`src/rtl/instr_sequencer.sv`:
```
// Fetch/decode/execute sequencer: owns PC and IR, fetches over req/ack, pulses Cu_en, runs MEM or WB phase.
// Latency (zero-wait memory), FETCH entry to FETCH re-entry: 3 cycles ALU, 4 cycles WB or memory write; +1 per ack wait cycle.
// Backpressure: Mem_req is held until Mem_ack; optional wait timeout (define SEQ_TIMEOUT_EN) traps into FAULT.
module instr_sequencer #(
  parameter int ADDR_W  = 5,
  parameter int TIMEOUT = 15
) (
  input  logic              Clk,
  input  logic              Reset,
  input  logic              Start,
  output logic              Mem_req,
  output logic              Mem_we,
  output logic [ADDR_W-1:0] Mem_addr,
  input  logic [7:0]        Mem_rdata,
  input  logic              Mem_ack,
  output logic              Cu_en,
  output logic [2:0]        Opcode,
  output logic [4:0]        Operand,
  output logic              Reg_we,
  output logic [ADDR_W-1:0] Pc,
  output logic              Busy,
  output logic              Halted,
  output logic              Fault
);

  typedef enum logic [2:0] {
    S_IDLE,
    S_FETCH,
    S_DECODE,
    S_EXEC,
    S_MEM,
    S_WB,
`ifdef SEQ_TIMEOUT_EN
    S_HALT,
    S_FAULT
`else
    S_HALT
`endif
  } state_t;

  state_t            state, state_nxt;
  logic [7:0]        ir;
  logic [ADDR_W-1:0] pc;
  logic [ADDR_W-1:0] operand_addr;

  // Data-write address is the IR operand field fitted to the address width.
  assign operand_addr = ADDR_W'(ir[4:0]);

`ifdef SEQ_TIMEOUT_EN
  localparam int CNT_W = $clog2(TIMEOUT + 1);
  logic [CNT_W-1:0] wait_cnt;
  logic             wait_expired;

  // Last permitted wait cycle: a further cycle without ack gives up.
  assign wait_expired = (wait_cnt == CNT_W'(TIMEOUT - 1));

  // Wait counter: counts consecutive no-ack cycles in FETCH/MEM, zero on any state change.
  always_ff @(posedge Clk or posedge Reset) begin
    if (Reset) begin
      wait_cnt <= '0;
    end else if ((state == S_FETCH || state == S_MEM) && state_nxt == state) begin
      wait_cnt <= wait_cnt + CNT_W'(1);
    end else begin
      wait_cnt <= '0;
    end
  end
`endif

  // State register.
  always_ff @(posedge Clk or posedge Reset) begin
    if (Reset) begin
      state <= S_IDLE;
    end else begin
      state <= state_nxt;
    end
  end

  // IR load and PC advance happen together on the fetch acknowledge edge.
  always_ff @(posedge Clk or posedge Reset) begin
    if (Reset) begin
      ir <= 8'h00;
      pc <= '0;
    end else if (state == S_FETCH && Mem_ack) begin
      ir <= Mem_rdata;
      pc <= pc + ADDR_W'(1);
    end
  end

  // Next-state selection; EXEC dispatches on the opcode held in IR.
  always_comb begin
    state_nxt = state;
    case (state)
      S_IDLE:   if (Start) state_nxt = S_FETCH;
      S_FETCH: begin
        if (Mem_ack) state_nxt = S_DECODE;
`ifdef SEQ_TIMEOUT_EN
        else if (wait_expired) state_nxt = S_FAULT;
`endif
      end
      S_DECODE: state_nxt = S_EXEC;
      S_EXEC: begin
        case (ir[7:5])
          3'b010, 3'b011, 3'b100, 3'b101: state_nxt = S_MEM;
          3'b110:                         state_nxt = S_WB;
          3'b111:                         state_nxt = S_HALT;
          default:                        state_nxt = S_FETCH;
        endcase
      end
      S_MEM: begin
        if (Mem_ack) state_nxt = S_FETCH;
`ifdef SEQ_TIMEOUT_EN
        else if (wait_expired) state_nxt = S_FAULT;
`endif
      end
      S_WB:     state_nxt = S_FETCH;
      S_HALT:   if (Start) state_nxt = S_FETCH;
`ifdef SEQ_TIMEOUT_EN
      S_FAULT:  state_nxt = S_FAULT;
`endif
      default:  state_nxt = S_IDLE;
    endcase
  end

  // Moore outputs decoded from registered state, IR and PC.
  always_comb begin
    Mem_req  = 1'b0;
    Mem_we   = 1'b0;
    Mem_addr = '0;
    Cu_en    = 1'b0;
    Reg_we   = 1'b0;
    Halted   = 1'b0;
    Fault    = 1'b0;
    Busy     = 1'b1;
    case (state)
      S_IDLE:   Busy = 1'b0;
      S_FETCH: begin
        Mem_req  = 1'b1;
        Mem_addr = pc;
      end
      S_DECODE: Cu_en = 1'b1;
      S_MEM: begin
        Mem_req  = 1'b1;
        Mem_we   = 1'b1;
        Mem_addr = operand_addr;
      end
      S_WB:     Reg_we = 1'b1;
      S_HALT: begin
        Halted = 1'b1;
        Busy   = 1'b0;
      end
`ifdef SEQ_TIMEOUT_EN
      S_FAULT: begin
        Fault = 1'b1;
        Busy  = 1'b0;
      end
`endif
      default: ;
    endcase
  end

  assign Opcode  = ir[7:5];
  assign Operand = ir[4:0];
  assign Pc      = pc;

endmodule

```
`config.mk`:
```
export PLATFORM = sky130hd
export DESIGN_NAME = instr_sequencer
export DESIGN_NICKNAME = d
export VERILOG_FILES = /design/src/rtl/instr_sequencer.sv
export SDC_FILE = /design/constraint.sdc
export NUM_CORES = 1
export LEC_CHECK = 0
export BUFFER_PORTS_ARGS = -buffer_cell sky130_fd_sc_hd__buf_4
export CORE_AREA = 2 2 47 49
export DETAILED_ROUTE_END_ITERATION = 12
export DIE_AREA = 0 0 49 51
export GPL_ROUTABILITY_DRIVEN = 0
export PLACE_DENSITY = 0.73
export SYNTH_ARGS = -nofsm -noshare
export SYNTH_HDL_FRONTEND = slang
export SYNTH_SLANG_ARGS = --single-unit
```
`constraint.sdc`:
```
create_clock -name Clk -period 1.9 [get_ports Clk]
set_input_delay 0.095 -clock Clk [delete_from_list [all_inputs] [get_ports Clk]]
set_output_delay 0.095 -clock Clk [all_outputs]
set_load 0.02 [all_outputs]
```
==> results.sh <==
export IMPL_cts_made_buffers=3
export IMPL_worstSetupPathType="reg2out"
export IMPL_hold_class="in2reg"
export IMPL_start_util_pct=42.94
export IMPL_cts_tree="done"
export IMPL_core_um2=2063
export IMPL_async_reset_ff_share_pct=100.0
export IMPL_netlist_instances=83
export IMPL_grt_max_degree=17
export IMPL_cp_cell_sequence="nor2b_2 > a22oi_1 > nor2_1 > buf_4"
export IMPL_synth_area_um2=885.9
export IMPL_synth_edf_count=0
export IMPL_syn_area_per_cell_um2=10.67
export IMPL_fmax_mhz=575.2
export IMPL_maxSlewHeadroom_pct=60.47
export IMPL_hold_viol_final=0
export IMPL_avgRoutedWirePerCell_um=13.01
export IMPL_fp_dieArea_um2=2499
export IMPL_period_share_pct=91.49
export IMPL_cp_end_kind="primary output"
export IMPL_yosysWarnings=0
export IMPL_root_buffer="clkbuf_4"
export IMPL_cp_start_kind="flip-flop"
export IMPL_yosysUniqueCellTypes=32
export IMPL_synthToLayoutAreaGrowth_pct=36.58
export IMPL_grt_pass1_wl_um=3118
export IMPL_firstDrtPassIters=6
export IMPL_ios=37
export IMPL_synth_fp_nets=96
export IMPL_die_height_um=51
export IMPL_maxSlewViolCount=0
export IMPL_rsz0062_at_grt="no"
export IMPL_htree_levels=1
export IMPL_ir_drop_uv=1131
export IMPL_cp_required_ns=1.80
export IMPL_hp_start="Mem_rdata[1]"
export IMPL_r2r_start="state[2]"
export IMPL_synthTopCellsByCount="16 x dfrtp_1, 8 x nor2_1, 6 x mux2_2, 5 x a22oi_1, 5 x nand2_1"
export IMPL_synthFlopType="dfrtp_1"
export IMPL_cts_setup_buffers=0
export IMPL_yosysMostFrequentCell="dfrtp_1"
export IMPL_grt_ovfl_total=0
export IMPL_setup_tns_final_ns=0
export IMPL_path_max_fanout=13
export IMPL_timing_max_cap_violations=0
export IMPL_cts_buffer_depth=2
export IMPL_synth_top_cell_area_share_pct=45.20
export IMPL_dr_total_vias=759
export IMPL_antenna_found_initial=0
export IMPL_clock_latency_ns=0.28
export IMPL_max_stage_delay_ns=0.60
export IMPL_yosysTopAreaCell="dfrtp_1"
export IMPL_totalWireLength_um=1913
export IMPL_finalNetCount=133
export IMPL_max_slew_worst_pin_slew_ns=0.5923
export IMPL_antenna_cells=0
export IMPL_critPathArrivalTime_ns=1.64
export IMPL_drive_gt1_share_pct=44.54
export IMPL_ant_nets=0
export IMPL_final_cells=147
export IMPL_die_x_um=49
export IMPL_clk_pin_slew_ns=0.10
export IMPL_leakage_nw=0.5776
export IMPL_synthTopCellsByArea="dfrtp_1 45%, mux2_2 7.6%, a22oi_1 4.2%, xnor2_1 4.0%, mux2_1 3.8%"
export IMPL_vias_per_cell=5.163
export IMPL_hpwl_um=1396
export IMPL_crit_start="state[2]"
export IMPL_dp_cells=142
export IMPL_rows=17
export IMPL_min_period_ns=1.738
export IMPL_final_setup_viol_count=0
export IMPL_grtUsageTotal_pct=16.25
export IMPL_status="complete, no violations"
export IMPL_cpMaxStageDelayCell="dfrtp_1"
export IMPL_drtIter0Drc=23
export IMPL_route_detailed_drc=0
export IMPL_grt_pass1_vias=714
export IMPL_synth_seq_area_share_pct=45.20
export IMPL_portBuffers=35
export IMPL_ys_seq_elements=16
export IMPL_finalClockSkew_ns=0.002945
export IMPL_cts_sinks=16
export IMPL_powerDensity_nw_per_um2=1944
## per-stage QoR
step / setup slack (ns) / instance area, um2 / hold WS [ns] / util (%) / power [mW]
3_5_place_dp: 0.3406 / 1159 / 0.2010 / 56.16 / 2.114
2_1_floorplan: 0.4343 / 885.9 / 0.008739 / - / 1.616
4_1_cts: 0.06665 / 1205 / 0.01894 / 58.40 / 2.349
5_1_grt: 0.06241 / 1210 / 0.02154 / 58.64 / 2.498
6_report: 0.1616 / 1210 / 0.02429 / 58.64 / 2.352
3_3_place_gp: 0.3938 / 1159 / 0.1925 / 56.16 / 2.092
## per-layer routing
layer | track usage [%] | share of wire [%] | vias to the layer above
met5 | 0 | 0 | -
met4 | 10.00 | 0 | 0
met3 | 2.339 | 4.8 | 0
met2 | 26.94 | 53 | 27
met1 | 20.11 | 42 | 375
li1 | - | - | 357
## state kept, by name, indices dropped and copies added, names as in the netlist
| signal | flops |
|---|---|
| ir | 8 |
| state | 3 |
| Pc | 5 |
## where the power goes
part	internal (mW)	total, mW	switching, mW
logic	0.679	1.38	0.697
registers	0.509	0.750	0.242
clock network	0.117	0.226	0.110
## cell families (layout without fill, tap and decap cells)
kind of cell               Yosys count  after routing  synth area share (%)
AOI/OAI and AO/OA                   13             13                 11.58
adders and majority gates            1              1                 1.412
buffers and inverters               10             46                 7.343
muxes                               10             10                 12.57
and+or+nand+nor                     27             27                 16.53
other                                1              1                0.4233
DFF                                 16             16                 45.20
xor gates and xnor gates             5              5                 4.943
## what timing repair did
| item | 4_1_cts | 5_1_grt |
|---|---|---|
| endpoints found under the hold margin | 16 | 0 |
| gates resized for setup | 0 | 2 |
| endpoints found under the setup margin | 0 | 4 |
| hold buffers | 1 | 0 |
## layout make-up
| class | count | area, um2 |
|---|---|---|
| Fill cell | 195 | 853.3 |
| Multi-Input combinational cell | 57 | 431.7 |
| Sequential cell | 16 | 400.4 |
| Timing Repair Buffer | 39 | 295.3 |
| Clock buffer | 4 | 36.28 |
| Tap cell | 28 | 35.03 |
| Inverter | 3 | 11.26 |
## worst max-delay path: cells and delay by family (launching register included)
kind / cells / cell delay, ns
buffers and inverters: 1 / 0.16
and+or+nand+nor: 2 / 0.49
AOI/OAI and AO/OA: 1 / 0.11
DFF: 1 / 0.60
## layout by cell type, fill, tap and decap left out, types with 2 or more instances in the layout
cell	instances
buf_4	38
dfrtp_1	16
nor2_1	8
mux2_2	6
nand2_1	5
a22oi_1	5
xnor2_1	4
inv_1	3
mux2_1	3
and2_1	3
clkbuf_4	3
nand2b_1	2
a221oi_1	2
nand4_1	2
nor2b_2	2
## worst paths after layout
path,to,slack (ns),cells after the start
max,Mem_addr[1],0.16,4
min,ir[1],0.02,2
max reg2reg,Pc[1],0.31,3
min reg2reg,Pc[4],0.52,1
max in group asynchronous,Pc[1],1.09,3
min in group asynchronous,ir[5],0.42,3
(Power assumes the default switching activity.)
